`src/rtl/control_scoreboard_pkg.sv`:
```
// -----------------------------------------------------------------------------
// control_scoreboard_pkg
// Shared types for the control-word scoreboard.
//   sb_state_t : verdict encoding driven on the scoreboard's state output
//                (0 IDLE, 1 PASS, 2 FAIL).
//   sb_entry_t : one expected-queue entry {ctrl, mask} at the default
//                control-word width. The scoreboard re-declares the same
//                layout at its own CTRL_W so non-default widths work.
// -----------------------------------------------------------------------------
package control_scoreboard_pkg;

  localparam int SB_CTRL_W = 16;

  typedef enum logic [1:0] {
    SB_IDLE = 2'd0,
    SB_PASS = 2'd1,
    SB_FAIL = 2'd2
  } sb_state_t;

  typedef struct packed {
    logic [SB_CTRL_W-1:0] ctrl;
    logic [SB_CTRL_W-1:0] mask;
  } sb_entry_t;

endpackage

```
`src/rtl/control_scoreboard_if.sv`:
```
// -----------------------------------------------------------------------------
// control_scoreboard_if
// Bundles the scoreboard's expected-push channel, observed-word input, flush
// and all status/capture outputs.
//   master : bench side (drives exp_*, obs_*, flush; reads results)
//   slave  : scoreboard side
// -----------------------------------------------------------------------------
interface control_scoreboard_if #(
  parameter int CTRL_W = 16,
  parameter int DEPTH  = 8,
  parameter int CNT_W  = 16
);
  localparam int LVL_W = $clog2(DEPTH) + 1;

  logic              exp_valid;
  logic              exp_ready;
  logic [CTRL_W-1:0] exp_ctrl;
  logic [CTRL_W-1:0] exp_mask;
  logic              obs_valid;
  logic [CTRL_W-1:0] obs_ctrl;
  logic              flush;
  logic              match;
  logic              mismatch;
  logic              underflow;
  logic [LVL_W-1:0]  level;
  logic [CNT_W-1:0]  pass_count;
  logic [CNT_W-1:0]  fail_count;
  logic [1:0]        state;
  logic [CNT_W-1:0]  ff_index;
  logic [CTRL_W-1:0] ff_exp;
  logic [CTRL_W-1:0] ff_obs;

  modport master (
    output exp_valid, exp_ctrl, exp_mask, obs_valid, obs_ctrl, flush,
    input  exp_ready, match, mismatch, underflow, level,
           pass_count, fail_count, state, ff_index, ff_exp, ff_obs
  );

  modport slave (
    input  exp_valid, exp_ctrl, exp_mask, obs_valid, obs_ctrl, flush,
    output exp_ready, match, mismatch, underflow, level,
           pass_count, fail_count, state, ff_index, ff_exp, ff_obs
  );
endinterface

```
`src/rtl/control_scoreboard_sb_fifo.sv`:
```
// -----------------------------------------------------------------------------
// sb_fifo
// Synchronous FIFO of DEPTH entries, W bits each, with flush.
//   clk, rst : clock, asynchronous active-high reset
//   push     : write din at tail (ignored when full)
//   pop      : drop head (ignored when empty)
//   flush    : empty the FIFO; wins over push/pop in the same cycle
//   dout     : current head (combinational read so it can be compared in the
//              same cycle the observation arrives)
//   level    : entries held, 0..DEPTH
//   full, empty
// -----------------------------------------------------------------------------
module sb_fifo #(
  parameter int W     = 32,
  parameter int DEPTH = 8
) (
  input  logic                     clk,
  input  logic                     rst,
  input  logic                     push,
  input  logic                     pop,
  input  logic                     flush,
  input  logic [W-1:0]             din,
  output logic [W-1:0]             dout,
  output logic [$clog2(DEPTH):0]   level,
  output logic                     full,
  output logic                     empty
);
  localparam int AW = $clog2(DEPTH);
  localparam int LW = AW + 1;

  logic [W-1:0]  mem [DEPTH];
  logic [AW-1:0] wr_ptr_reg;
  logic [AW-1:0] rd_ptr_reg;
  logic [LW-1:0] level_reg;
  logic          do_push;
  logic          do_pop;

  assign full    = (level_reg == LW'(DEPTH));
  assign empty   = (level_reg == '0);
  assign do_push = push && !full;
  assign do_pop  = pop && !empty;
  assign dout    = mem[rd_ptr_reg];
  assign level   = level_reg;

  // Storage carries no reset; pointers/level define what is valid.
  always_ff @(posedge clk) begin
    if (do_push && !flush)
      mem[wr_ptr_reg] <= din;
  end

  // DEPTH is a power of two, so pointers wrap naturally.
  always_ff @(posedge clk or posedge rst) begin
    if (rst) begin
      wr_ptr_reg <= '0;
      rd_ptr_reg <= '0;
      level_reg  <= '0;
    end else if (flush) begin
      wr_ptr_reg <= '0;
      rd_ptr_reg <= '0;
      level_reg  <= '0;
    end else begin
      if (do_push)
        wr_ptr_reg <= wr_ptr_reg + 1'b1;
      if (do_pop)
        rd_ptr_reg <= rd_ptr_reg + 1'b1;
      if (do_push && !do_pop)
        level_reg <= level_reg + 1'b1;
      else if (do_pop && !do_push)
        level_reg <= level_reg - 1'b1;
    end
  end
endmodule

```
`src/rtl/control_scoreboard.sv`:
```
// -----------------------------------------------------------------------------
// control_scoreboard
// In-order self-checking scoreboard for control words. Expected words with a
// per-bit care mask are queued; each valid observed word is compared against
// the queue head. Registered one-cycle match/mismatch/underflow pulses,
// saturating pass/fail counters, a sticky verdict FSM and a first-failure
// capture are provided.
//   clk, rst : clock, asynchronous active-high reset
//   sb       : control_scoreboard_if.slave (exp_*, obs_*, flush, results)
// Build option: SCOREBOARD_STOP_ON_FAIL_EN -- once the verdict is FAIL the
// queue is frozen (exp_ready=0, no pops, obs ignored, counters hold).
// -----------------------------------------------------------------------------
module control_scoreboard
  import control_scoreboard_pkg::*;
#(
  parameter int CTRL_W = 16,
  parameter int DEPTH  = 8,
  parameter int CNT_W  = 16
) (
  input  logic                 clk,
  input  logic                 rst,
  control_scoreboard_if.slave  sb
);
  localparam int LVL_W = $clog2(DEPTH) + 1;

  typedef struct packed {
    logic [CTRL_W-1:0] ctrl;
    logic [CTRL_W-1:0] mask;
  } entry_t;

  entry_t            push_entry;
  entry_t            head;
  logic              full;
  logic              empty;
  logic [LVL_W-1:0]  level;
  logic              frozen;
  logic              push;
  logic              obs_take;
  logic              do_cmp;
  logic              do_uf;
  logic              cmp_fail;
  logic              pass_evt;
  logic              fail_evt;

  sb_state_t         state_reg;
  sb_state_t         state_next;
  logic              match_reg;
  logic              mismatch_reg;
  logic              underflow_reg;
  logic [CNT_W-1:0]  pass_count_reg;
  logic [CNT_W-1:0]  fail_count_reg;
  logic [CNT_W-1:0]  txn_index_reg;
  logic [CNT_W-1:0]  ff_index_reg;
  logic [CTRL_W-1:0] ff_exp_reg;
  logic [CTRL_W-1:0] ff_obs_reg;

`ifdef SCOREBOARD_STOP_ON_FAIL_EN
  assign frozen = (state_reg == SB_FAIL);
`else
  assign frozen = 1'b0;
`endif

  assign sb.exp_ready = !full && !frozen;
  assign push         = sb.exp_valid && sb.exp_ready;
  assign push_entry   = '{ctrl: sb.exp_ctrl, mask: sb.exp_mask};

  // Comparison happens against the pre-edge head, so an obs in a flush
  // cycle still sees the entry that the flush is about to discard.
  assign obs_take = sb.obs_valid && !frozen;
  assign do_cmp   = obs_take && !empty;
  assign do_uf    = obs_take && empty;
  assign cmp_fail = |((sb.obs_ctrl ^ head.ctrl) & head.mask);
  assign pass_evt = do_cmp && !cmp_fail;
  assign fail_evt = (do_cmp && cmp_fail) || do_uf;

  sb_fifo #(
    .W     (2*CTRL_W),
    .DEPTH (DEPTH)
  ) u_fifo (
    .clk   (clk),
    .rst   (rst),
    .push  (push),
    .pop   (do_cmp),
    .flush (sb.flush),
    .din   (push_entry),
    .dout  (head),
    .level (level),
    .full  (full),
    .empty (empty)
  );

  // Verdict FSM: FAIL is absorbing until reset.
  always_comb begin
    state_next = state_reg;
    case (state_reg)
      SB_IDLE: begin
        if (fail_evt)
          state_next = SB_FAIL;
        else if (pass_evt)
          state_next = SB_PASS;
      end
      SB_PASS: begin
        if (fail_evt)
          state_next = SB_FAIL;
      end
      SB_FAIL: state_next = SB_FAIL;
      default: state_next = SB_IDLE;
    endcase
  end

  always_ff @(posedge clk or posedge rst) begin
    if (rst)
      state_reg <= SB_IDLE;
    else
      state_reg <= state_next;
  end

  // Result pulses and saturating counters.
  always_ff @(posedge clk or posedge rst) begin
    if (rst) begin
      match_reg      <= 1'b0;
      mismatch_reg   <= 1'b0;
      underflow_reg  <= 1'b0;
      pass_count_reg <= '0;
      fail_count_reg <= '0;
      txn_index_reg  <= '0;
    end else begin
      match_reg     <= pass_evt;
      mismatch_reg  <= do_cmp && cmp_fail;
      underflow_reg <= do_uf;
      if (pass_evt && (pass_count_reg != '1))
        pass_count_reg <= pass_count_reg + 1'b1;
      if (fail_evt && (fail_count_reg != '1))
        fail_count_reg <= fail_count_reg + 1'b1;
      if (obs_take && (txn_index_reg != '1))
        txn_index_reg <= txn_index_reg + 1'b1;
    end
  end

  // First-failure capture: loaded only on the transition into FAIL.
  always_ff @(posedge clk or posedge rst) begin
    if (rst) begin
      ff_index_reg <= '0;
      ff_exp_reg   <= '0;
      ff_obs_reg   <= '0;
    end else if (fail_evt && (state_reg != SB_FAIL)) begin
      ff_index_reg <= txn_index_reg;
      ff_exp_reg   <= do_uf ? '0 : head.ctrl;
      ff_obs_reg   <= sb.obs_ctrl;
    end
  end

  assign sb.match      = match_reg;
  assign sb.mismatch   = mismatch_reg;
  assign sb.underflow  = underflow_reg;
  assign sb.level      = level;
  assign sb.pass_count = pass_count_reg;
  assign sb.fail_count = fail_count_reg;
  assign sb.state      = state_reg;
  assign sb.ff_index   = ff_index_reg;
  assign sb.ff_exp     = ff_exp_reg;
  assign sb.ff_obs     = ff_obs_reg;
endmodule
```
`src/flat_wrapper.sv`:
```
// flat-port wrapper written by rule: the top's interface ports become plain ports
module control_scoreboard_flat import control_scoreboard_pkg::*;
#(
  parameter int CTRL_W = 16,
  parameter int DEPTH  = 8,
  parameter int CNT_W  = 16
)
  (clk, rst, sb_exp_valid, sb_exp_ctrl, sb_exp_mask, sb_obs_valid, sb_obs_ctrl, sb_flush, sb_exp_ready, sb_match, sb_mismatch, sb_underflow, sb_level, sb_pass_count, sb_fail_count, sb_state, sb_ff_index, sb_ff_exp, sb_ff_obs);
  control_scoreboard_if #(.CTRL_W(CTRL_W), .DEPTH(DEPTH), .CNT_W(CNT_W)) sb_i ();
  input  logic clk;
  input  logic rst;
  input wire logic [$bits(sb_i.exp_valid)-1:0] sb_exp_valid;
  input wire logic [$bits(sb_i.exp_ctrl)-1:0] sb_exp_ctrl;
  input wire logic [$bits(sb_i.exp_mask)-1:0] sb_exp_mask;
  input wire logic [$bits(sb_i.obs_valid)-1:0] sb_obs_valid;
  input wire logic [$bits(sb_i.obs_ctrl)-1:0] sb_obs_ctrl;
  input wire logic [$bits(sb_i.flush)-1:0] sb_flush;
  output wire logic [$bits(sb_i.exp_ready)-1:0] sb_exp_ready;
  output wire logic [$bits(sb_i.match)-1:0] sb_match;
  output wire logic [$bits(sb_i.mismatch)-1:0] sb_mismatch;
  output wire logic [$bits(sb_i.underflow)-1:0] sb_underflow;
  output wire logic [$bits(sb_i.level)-1:0] sb_level;
  output wire logic [$bits(sb_i.pass_count)-1:0] sb_pass_count;
  output wire logic [$bits(sb_i.fail_count)-1:0] sb_fail_count;
  output wire logic [$bits(sb_i.state)-1:0] sb_state;
  output wire logic [$bits(sb_i.ff_index)-1:0] sb_ff_index;
  output wire logic [$bits(sb_i.ff_exp)-1:0] sb_ff_exp;
  output wire logic [$bits(sb_i.ff_obs)-1:0] sb_ff_obs;
  assign sb_i.exp_valid = sb_exp_valid;
  assign sb_i.exp_ctrl = sb_exp_ctrl;
  assign sb_i.exp_mask = sb_exp_mask;
  assign sb_i.obs_valid = sb_obs_valid;
  assign sb_i.obs_ctrl = sb_obs_ctrl;
  assign sb_i.flush = sb_flush;
  assign sb_exp_ready = sb_i.exp_ready;
  assign sb_match = sb_i.match;
  assign sb_mismatch = sb_i.mismatch;
  assign sb_underflow = sb_i.underflow;
  assign sb_level = sb_i.level;
  assign sb_pass_count = sb_i.pass_count;
  assign sb_fail_count = sb_i.fail_count;
  assign sb_state = sb_i.state;
  assign sb_ff_index = sb_i.ff_index;
  assign sb_ff_exp = sb_i.ff_exp;
  assign sb_ff_obs = sb_i.ff_obs;
  control_scoreboard #(.CTRL_W(CTRL_W), .DEPTH(DEPTH), .CNT_W(CNT_W)) u_core (.clk(clk), .rst(rst), .sb(sb_i));
endmodule
```
`config.mk`:
```
export PLATFORM = sky130hd
export DESIGN_NAME = control_scoreboard_flat
export DESIGN_NICKNAME = d
export VERILOG_FILES = /design/src/rtl/control_scoreboard_pkg.sv /design/src/rtl/control_scoreboard_if.sv /design/src/rtl/control_scoreboard_sb_fifo.sv /design/src/rtl/control_scoreboard.sv /design/src/flat_wrapper.sv
export SDC_FILE = /design/constraint.sdc
export NUM_CORES = 1
export LEC_CHECK = 0
export CAP_MARGIN = 20
export CORE_ASPECT_RATIO = 1.5
export CORE_MARGIN = 2
export CORE_UTILIZATION = 50
export CTS_CLUSTER_SIZE = 12
export DETAILED_ROUTE_END_ITERATION = 6
export PLACE_DENSITY = 0.75
export SYNTH_ARGS = -nofsm -noshare
export SYNTH_HDL_FRONTEND = slang
export SYNTH_HIERARCHICAL = 1
export SYNTH_SLANG_ARGS = --single-unit
```
`constraint.sdc`:
```
create_clock -name clk -period 8.7 [get_ports clk]
set_input_delay 1.74 -clock clk [delete_from_list [all_inputs] [get_ports clk]]
set_output_delay 1.74 -clock clk [all_outputs]
set_load 0.02 [all_outputs]
```
==> impl_metrics.prom, run 1 <==
# TYPE chip_impl_metric gauge
chip_impl_info{name="status",value="completed"} 1
chip_impl_info{name="crit_path_end_kind",value="flop"} 1
chip_impl_metric{name="vias_per_cell",unit=""} 5.65
chip_impl_metric{name="clk-insertion-delay-late",unit="ns"} 0.52
chip_impl_metric{name="max_freq",unit="MHz"} 218
chip_impl_metric{name="flip_flop_count_of_the_largest_register_all_copies_and_words_added",unit=""} 256
chip_impl_metric{name="place_worst_setup_slack",unit="ns"} 3.61
chip_impl_metric{name="post_cts_resize_count",unit=""} 0
chip_impl_info{name="synth_top_family_by_area",value="multiplexers"} 1
chip_impl_metric{name="grtUsageTotal",unit=""} 0.203
chip_impl_metric{name="portbufs",unit=""} 142
chip_impl_metric{name="power",unit="µW"} 5070
chip_impl_metric{name="synth_fa_ha_area_frac",unit=""} 0.0106
chip_impl_metric{name="maxCapViolCount",unit=""} 0
chip_impl_metric{name="detailedRoute.firstIterationViolations",unit=""} 368
chip_impl_info{name="postSynth.topFlopCell",value="sky130_fd_sc_hd__edfxtp_1"} 1
chip_impl_metric{name="die_h",unit="µm"} 215
chip_impl_metric{name="final_antenna_net_count",unit=""} 0
chip_impl_info{name="cell_accounting_for_the_most_synthesized_area",value="sky130_fd_sc_hd__edfxtp_1"} 1
chip_impl_metric{name="setup_violators_final",unit=""} 0
chip_impl_info{name="critical_path.startpoint_type",value="flop"} 1
chip_impl_metric{name="fp-row-count",unit=""} 77
chip_impl_metric{name="number_of_flops_mapped_to_enable_cells_by_yosys",unit=""} 256
chip_impl_info{name="cells_taking_the_most_area_after_synthesis",value="sky130_fd_sc_hd__edfxtp_1 (52%), sky130_fd_sc_hd__dfrtp_1 (19%), sky130_fd_sc_hd__mux4_2 (9.7%), sky130_fd_sc_hd__mux2_2 (3.9%), sky130_fd_sc_hd__xor2_1 (2.3%)"} 1
chip_impl_metric{name="tritonroute_pass_1_iters",unit=""} 4
chip_impl_metric{name="wire_per_inst",unit="µm"} 22.4
chip_impl_metric{name="fin_crit_sh",unit=""} 0.527
chip_impl_metric{name="dieArea",unit="mm²"} 0.0312
chip_impl_metric{name="fp.dieW",unit="µm"} 145
chip_impl_metric{name="first_pass_grt_wire_length",unit="µm"} 48700
chip_impl_metric{name="finalNetCount",unit=""} 1046
chip_impl_metric{name="finalWorstPathRequiredPeriod",unit="ns"} 4.59
chip_impl_metric{name="filler_cell_count",unit=""} 2077
chip_impl_metric{name="final_layout_size_suffix_gt1_frac",unit=""} 0.216
chip_impl_metric{name="timing.critical_path.required",unit="ns"} 9.09
chip_impl_metric{name="setup_total_negative_slack",unit="ns"} 0
chip_impl_metric{name="first_global_vias",unit=""} 8421
chip_impl_metric{name="synth_nets",unit=""} 881
chip_impl_metric{name="core_region_area",unit="mm²"} 0.0294
chip_impl_info{name="min_path_type",value="reg2reg"} 1
chip_impl_metric{name="xor_xnor_fraction_of_synth_area",unit=""} 0.0365
chip_impl_metric{name="initial_core_util",unit=""} 0.507
chip_impl_metric{name="hold_violations",unit=""} 0
chip_impl_info{name="post_synth_most_frequent_cells",value="sky130_fd_sc_hd__edfxtp_1 (256), sky130_fd_sc_hd__dfrtp_1 (111), sky130_fd_sc_hd__mux4_2 (64)"} 1
chip_impl_metric{name="post-cts-setup-buffer-count",unit=""} 0
chip_impl_metric{name="hold-worst-slack",unit="ns"} 0.488
chip_impl_metric{name="tightest_slew",unit="ns"} 0.922
chip_impl_metric{name="slew_headroom",unit=""} 0.382
chip_impl_metric{name="grt.overflow.total",unit=""} 0
chip_impl_metric{name="crit_path_max_fanout",unit=""} 47
chip_impl_info{name="synth_most_common_cell",value="sky130_fd_sc_hd__edfxtp_1"} 1
chip_impl_metric{name="clkSlewWorstSetupHoldPaths",unit="ns"} 0.06
chip_impl_info{name="worst-setup-path-type",value="reg2reg"} 1
chip_impl_metric{name="postRouteWirelength",unit="µm"} 31400
chip_impl_metric{name="syn_avg_cell_area",unit="µm²"} 18.2
chip_impl_metric{name="route.detailed.drc",unit=""} 0
chip_impl_metric{name="asyncSetResetFlopFracSynth",unit=""} 0.302
chip_impl_metric{name="largest_net_degree_at_the_start_of_global_routing",unit=""} 69
chip_impl_metric{name="routed-via-count",unit=""} 7927
chip_impl_info{name="grt_setup_unrepaired",value="false"} 1
chip_impl_metric{name="power_per_cell_area",unit="mW/mm²"} 283
chip_impl_metric{name="synthesized_area_fraction_occupied_by_and_or_nand_nor_cells",unit=""} 0.0515
chip_impl_metric{name="postSynthCellCount",unit=""} 816
chip_impl_metric{name="cts_num_sinks",unit=""} 367
chip_impl_metric{name="ys_seq_elements",unit=""} 367
chip_impl_metric{name="cts.hold.buffers_added",unit=""} 0
chip_impl_metric{name="power_leakage",unit="µW"} 0.00640
chip_impl_info{name="cts-root-buf",value="sky130_fd_sc_hd__clkbuf_16"} 1
chip_impl_metric{name="synth_mux_area_frac",unit=""} 0.155
chip_impl_metric{name="layout-area-overhead-vs-synth",unit="%"} 20.5
chip_impl_metric{name="floorplan.io_pins",unit=""} 143
chip_impl_metric{name="clk_path_buf_depth",unit=""} 3
chip_impl_info{name="max_flop_register",value="u_core/u_fifo/mem"} 1
chip_impl_metric{name="grt_antenna_before_repair",unit=""} 1
chip_impl_metric{name="dp_hpwl",unit="µm"} 19300
chip_impl_metric{name="synth_compound_gate_area_share",unit=""} 0.0271
chip_impl_metric{name="postLayoutSetupSlackWorst",unit="ns"} 4.11
chip_impl_metric{name="cp.arrival",unit="ns"} 4.98
chip_impl_metric{name="timing_max_transition_violations_final",unit=""} 0
chip_impl_metric{name="synth_area",unit="mm²"} 0.0149
chip_impl_metric{name="cts.htree.levels",unit=""} 2
chip_impl_metric{name="yosys_warnings",unit=""} 6
chip_impl_metric{name="synth.top_cell.area_share",unit=""} 0.516
chip_impl_metric{name="gp_congestion",unit=""} 0.770
chip_impl_metric{name="synth_sequential_area_ratio",unit=""} 0.703
chip_impl_info{name="tritoncts",value="built"} 1
chip_impl_metric{name="cts_made_buffers",unit=""} 37
chip_impl_metric{name="irDropWorstVdd",unit="mV"} 0.213
chip_impl_metric{name="synth_cell_types",unit=""} 60
chip_impl_metric{name="finalClockSkew",unit="ns"} 0.0140
## worst paths after layout
kind	from	to	slack (ns)	depth (start not counted)
max	u_core/u_fifo/rd_ptr_reg[0]$_DFFE_PP0P_	u_core/sb.ff_index[6]$_DFFE_PP0P_	4.11	10
min	u_core/txn_index_reg[7]$_DFFE_PP0P_	u_core/txn_index_reg[7]$_DFFE_PP0P_	0.49	1
max reg2reg	u_core/u_fifo/rd_ptr_reg[0]$_DFFE_PP0P_	u_core/sb.ff_index[6]$_DFFE_PP0P_	4.11	10
min reg2reg	u_core/txn_index_reg[7]$_DFFE_PP0P_	u_core/txn_index_reg[7]$_DFFE_PP0P_	0.49	1
max in group asynchronous	rst	u_core/sb.ff_obs[14]$_DFFE_PP0P_	5.81	3
min in group asynchronous	rst	u_core/u_fifo/rd_ptr_reg[2]$_DFFE_PP0P_	1.66	2
## power breakdown
part	internal, µW	total, µW	leakage, µW	switching (µW)
clock	863	1480	0.000543	613
sequential	2060	2230	0.00375	163
combinational	701	1370	0.00211	669
## metal layers
| metal | track usage | vias up | routed length, µm |
|---|---|---|---|
| met1 | 0.255 | 4067 | 12700 |
| li1 | - | 3538 | - |
| met2 | 0.365 | 252 | 16300 |
| met3 | 0.0291 | 70 | 1480 |
| met5 | 0 | - | 0 |
| met4 | 0.0686 | 0 | 900 |
## kinds of logic after synthesis
group | after synthesis
adder cells (fa/ha/maj) | 12
multiplexers | 136
AO/OA/AOI/OAI | 50
buffers and inverters | 48
AND/OR/NAND/NOR | 141
XOR/XNOR | 62
flip-flops | 367
## metrics by stage
stage / utilization / cell area, µm² / instances
6_report: 0.611 / 17900 / 1404
5_1_grt: 0.611 / 17900 / 1404
3_3_place_gp: 0.572 / 16800 / 1335
3_5_place_dp: 0.572 / 16800 / 1337
2_1_floorplan: - / 14900 / 816
4_1_cts: 0.610 / 17900 / 1403
## placed cells by master (no fill, tap or decap), drive strengths merged, types with 2 or more instances in the layout
| cell type | synthesis | final |
|---|---|---|
| edfxtp | 256 | 256 |
| clkdlybuf4s50 | 0 | 142 |
| dfrtp | 111 | 111 |
| mux2 | 67 | 67 |
| mux4 | 64 | 64 |
| clkbuf | 14 | 64 |
| xor2 | 39 | 39 |
| nor2 | 25 | 25 |
| xnor2 | 23 | 23 |
| nand3 | 22 | 22 |
| nand2 | 22 | 22 |
| nor3 | 18 | 18 |
| buf | 19 | 17 |
| a22o | 15 | 15 |
| inv | 14 | 15 |
| nand4 | 14 | 14 |
| ha | 11 | 11 |
| a21oi | 9 | 9 |
| a22oi | 8 | 8 |
| nor4 | 8 | 8 |
| and3 | 8 | 8 |
| and2 | 5 | 5 |
| mux2i | 5 | 5 |
| and4 | 4 | 4 |
| nand2b | 4 | 4 |
| o21ai | 4 | 4 |
| or4b | 2 | 2 |
| clkinv | 1 | 2 |
| or3 | 2 | 2 |
| a211oi | 2 | 2 |
## layout make-up
cell class | instances | area, µm² | share of cell area
repair buffers | 159 | 1550 | 0.0864
multi-input cells | 401 | 4240 | 0.236
flip-flops and latches | 367 | 10500 | 0.584
inverters | 15 | 58.8 | 0.00328
well taps | 395 | 494 | 0.0275
clock buffers | 64 | 1110 | 0.0619
clock inverters | 2 | 13.8 | 0.000767
diodes | 1 | 2.50 | 0.000139
## critical path, stage by stage (launching register included)
cell,delay [ns]
sky130_fd_sc_hd__dfrtp_4,0.57
sky130_fd_sc_hd__buf_4,0.54
sky130_fd_sc_hd__mux4_2,0.58
sky130_fd_sc_hd__mux2_2,0.31
sky130_fd_sc_hd__xor2_1,0.16
sky130_fd_sc_hd__a22oi_1,0.42
sky130_fd_sc_hd__nand4_2,0.33
sky130_fd_sc_hd__nor3_2,0.34
sky130_fd_sc_hd__or3_2,0.19
sky130_fd_sc_hd__buf_4,0.56
sky130_fd_sc_hd__mux2_2,0.41
No activity file was read; power rests on OpenSTA's default activity.
==> run 2: changes to the inputs <==
==> constraint.sdc (replaced) <==
create_clock -name clk -period 4.3 [get_ports clk]
set_input_delay 0.86 -clock clk [delete_from_list [all_inputs] [get_ports clk]]
set_output_delay 0.86 -clock clk [all_outputs]
set_load 0.02 [all_outputs]
==> run 2 against run 1 <==
Non-clock buffer count increased by 6. Count of clock-buffer cells in the layout is 4 lower. Largest cell class unchanged. First-iteration DRC count grew 14%. Clock skew up 0.0039 ns. Largest power group unchanged. Highest routed layer unchanged. Flip-flop and latch count did not move.
==> impl_metrics.prom, run 2 (synthesis gave the netlist of run 1 again) <==
# TYPE chip_impl_metric gauge
chip_impl_metric{name="fp-row-count",unit=""} 77
chip_impl_metric{name="detailedRoute.firstIterationViolations",unit=""} 420
chip_impl_metric{name="cts_num_sinks",unit=""} 367
chip_impl_metric{name="die_h",unit="µm"} 215
chip_impl_info{name="min_delay_worst_endpoint",value="u_core/sb.pass_count[10]$_DFFE_PP0P_"} 1
chip_impl_metric{name="irDropWorstVdd",unit="mV"} 0.468
chip_impl_metric{name="finalWorstPathRequiredPeriod",unit="ns"} 3.81
chip_impl_metric{name="layout-area-overhead-vs-synth",unit="%"} 21.4
chip_impl_metric{name="gp_congestion",unit=""} 0.794
chip_impl_metric{name="timing.critical_path.required",unit="ns"} 4.69
chip_impl_metric{name="flip_flop_count_of_the_largest_register_all_copies_and_words_added",unit=""} 256
chip_impl_metric{name="max_freq",unit="MHz"} 262
chip_impl_metric{name="setup_total_negative_slack",unit="ns"} 0
chip_impl_metric{name="cp.arrival",unit="ns"} 4.20
chip_impl_metric{name="route.detailed.drc",unit=""} 0
chip_impl_metric{name="final_layout_size_suffix_gt1_frac",unit=""} 0.219
chip_impl_metric{name="grt.overflow.total",unit=""} 0
chip_impl_metric{name="post-cts-setup-buffer-count",unit=""} 0
chip_impl_metric{name="slew_headroom",unit=""} 0.486
chip_impl_metric{name="clk_path_buf_depth",unit=""} 3
chip_impl_metric{name="hold_violations",unit=""} 0
chip_impl_metric{name="dieArea",unit="mm²"} 0.0312
chip_impl_metric{name="wire_per_inst",unit="µm"} 22.5
chip_impl_metric{name="largest_net_degree_at_the_start_of_global_routing",unit=""} 60
chip_impl_metric{name="cts.htree.levels",unit=""} 2
chip_impl_info{name="crit_path_end_kind",value="flop"} 1
chip_impl_metric{name="core_region_area",unit="mm²"} 0.0294
chip_impl_metric{name="dp_hpwl",unit="µm"} 20000
chip_impl_info{name="most_frequent_standard_cell_in_the_layout_excluding_fill_and_tap_cells",value="sky130_fd_sc_hd__edfxtp_1"} 1
chip_impl_metric{name="post_layout_nonfiller_instances",unit=""} 1408
chip_impl_metric{name="routed-via-count",unit=""} 7974
chip_impl_metric{name="cts_made_buffers",unit=""} 37
chip_impl_metric{name="r2r_cells",unit=""} 10
chip_impl_metric{name="power_leakage",unit="µW"} 0.00643
chip_impl_metric{name="floorplan.io_pins",unit=""} 143
chip_impl_metric{name="worstHoldPathCells",unit=""} 1
chip_impl_metric{name="postRouteWirelength",unit="µm"} 31600
chip_impl_metric{name="finalNetCount",unit=""} 1052
chip_impl_metric{name="post_cts_resize_count",unit=""} 0
chip_impl_metric{name="clk-insertion-delay-late",unit="ns"} 0.52
chip_impl_info{name="min_path_type",value="reg2reg"} 1
chip_impl_metric{name="maxCapViolCount",unit=""} 0
chip_impl_metric{name="tritonroute_pass_1_iters",unit=""} 6
chip_impl_metric{name="clkSlewWorstSetupHoldPaths",unit="ns"} 0.06
chip_impl_info{name="cts-root-buf",value="sky130_fd_sc_hd__clkbuf_16"} 1
chip_impl_metric{name="first_global_vias",unit=""} 8417
chip_impl_info{name="min-delay-start",value="u_core/sb.pass_count[10]$_DFFE_PP0P_"} 1
chip_impl_info{name="grt_setup_unrepaired",value="false"} 1
chip_impl_metric{name="fp.dieW",unit="µm"} 145
chip_impl_metric{name="setup_violators_final",unit=""} 0
chip_impl_metric{name="timing_max_transition_violations_final",unit=""} 0
chip_impl_metric{name="first_pass_grt_wire_length",unit="µm"} 48900
chip_impl_metric{name="vias_per_cell",unit=""} 5.66
chip_impl_info{name="worst-setup-path-type",value="reg2reg"} 1
chip_impl_metric{name="grtUsageTotal",unit=""} 0.206
chip_impl_metric{name="final_antenna_net_count",unit=""} 0
chip_impl_metric{name="crit_path_max_fanout",unit=""} 43
chip_impl_metric{name="finalClockSkew",unit="ns"} 0.0179
chip_impl_metric{name="cts.hold.buffers_added",unit=""} 0
chip_impl_metric{name="portbufs",unit=""} 142
chip_impl_metric{name="place.detailed.instances",unit=""} 1343
chip_impl_info{name="status",value="completed"} 1
chip_impl_metric{name="initial_core_util",unit=""} 0.507
chip_impl_metric{name="fin_crit_sh",unit=""} 0.886
chip_impl_info{name="tritoncts",value="built"} 1
chip_impl_metric{name="tightest_slew",unit="ns"} 0.770
chip_impl_info{name="critical_path.startpoint_type",value="flop"} 1
chip_impl_info{name="max_flop_register",value="u_core/u_fifo/mem"} 1
chip_impl_metric{name="power_per_cell_area",unit="mW/mm²"} 568
chip_impl_info{name="r2r_end",value="u_core/sb.ff_index[0]$_DFFE_PP0P_"} 1
chip_impl_metric{name="grt_antenna_before_repair",unit=""} 1
chip_impl_info{name="regToRegStartpoint",value="u_core/u_fifo/rd_ptr_reg[0]$_DFFE_PP0P_"} 1
chip_impl_metric{name="timing.reg2reg.setup_slack",unit="ns"} 0.49
chip_impl_info{name="most-common-layout-cells",value="sky130_fd_sc_hd__edfxtp_1 (256), sky130_fd_sc_hd__clkdlybuf4s50_1 (142), sky130_fd_sc_hd__dfrtp_1 (109), sky130_fd_sc_hd__mux4_2 (64), sky130_fd_sc_hd__mux2_2 (52)"} 1
==> run 2: final cells by class <==
| cell class | count | area (µm²) |
|---|---|---|
| inverter | 15 | 58.8 |
| clock inverter | 4 | 55.1 |
| clock buffer | 60 | 1030 |
| tap | 395 | 494 |
| multi-input combinational | 401 | 4250 |
| timing repair buffer | 165 | 1710 |
| sequential | 367 | 10500 |
| fill | 2160 | 11300 |
| antenna | 1 | 2.50 |
==> run 2: metrics by stage <==
stage | power [µW] | setup slack (ns) | instance area (µm²) | util | hold WS (ns)
finish | 10300 | 0.490 | 18100 | 0.615 | 0.485
global route | 10700 | 0.230 | 18100 | 0.615 | 0.514
CTS | 10400 | 0.447 | 18100 | 0.615 | 0.493
detailed placement | 7420 | 0.468 | 17000 | 0.578 | 0.485
global placement | 7360 | 0.419 | 17000 | 0.577 | 0.475
floorplan | 6330 | 0.268 | 14900 | - | 0.452
==> run 2: layer usage <==
| metal | track usage | up-vias | wire, µm |
|---|---|---|---|
| met4 | 0.0733 | 0 | 938 |
| met1 | 0.248 | 4098 | 12300 |
| met3 | 0.0348 | 61 | 1640 |
| li1 | - | 3539 | - |
| met5 | 0 | - | 0 |
| met2 | 0.374 | 276 | 16700 |
==> run 2: worst max-delay path, stage by stage, from the launching register on <==
cell	delay, ns
sky130_fd_sc_hd__dfrtp_4	0.67
sky130_fd_sc_hd__buf_12	0.36
sky130_fd_sc_hd__mux4_2	0.55
sky130_fd_sc_hd__mux2_2	0.31
sky130_fd_sc_hd__xor2_1	0.15
sky130_fd_sc_hd__a22oi_1	0.34
sky130_fd_sc_hd__nand4_2	0.23
sky130_fd_sc_hd__nor3_2	0.22
sky130_fd_sc_hd__or3_2	0.18
sky130_fd_sc_hd__buf_4	0.26
sky130_fd_sc_hd__mux2_2	0.36
==> run 2: worst max-delay path by stage <==
stage | cells past startpoint | start | slack [ns] | endpoint
2_1_floorplan | 7 | u_core/u_fifo/level[1]$_DFFE_PP0P_ | 0.27 | u_core/u_fifo/mem[1][0]$_DFFE_PP_
3_3_place_gp | 9 | u_core/u_fifo/rd_ptr_reg[0]$_DFFE_PP0P_ | 0.42 | u_core/sb.ff_exp[12]$_DFFE_PP0P_
3_5_place_dp | 10 | u_core/u_fifo/rd_ptr_reg[0]$_DFFE_PP0P_ | 0.47 | u_core/sb.ff_index[3]$_DFFE_PP0P_
4_1_cts | 10 | u_core/u_fifo/rd_ptr_reg[0]$_DFFE_PP0P_ | 0.45 | u_core/sb.ff_index[0]$_DFFE_PP0P_
5_1_grt | 10 | u_core/u_fifo/rd_ptr_reg[0]$_DFFE_PP0P_ | 0.23 | u_core/sb.ff_index[6]$_DFFE_PP0P_
6_report | 10 | u_core/u_fifo/rd_ptr_reg[0]$_DFFE_PP0P_ | 0.49 | u_core/sb.ff_index[0]$_DFFE_PP0P_
==> run 2: power breakdown <==
part,internal (µW),switching (µW),leakage [µW]
clock,1700,1240,0.000518
combinational,1460,1340,0.00217
sequential,4170,353,0.00375
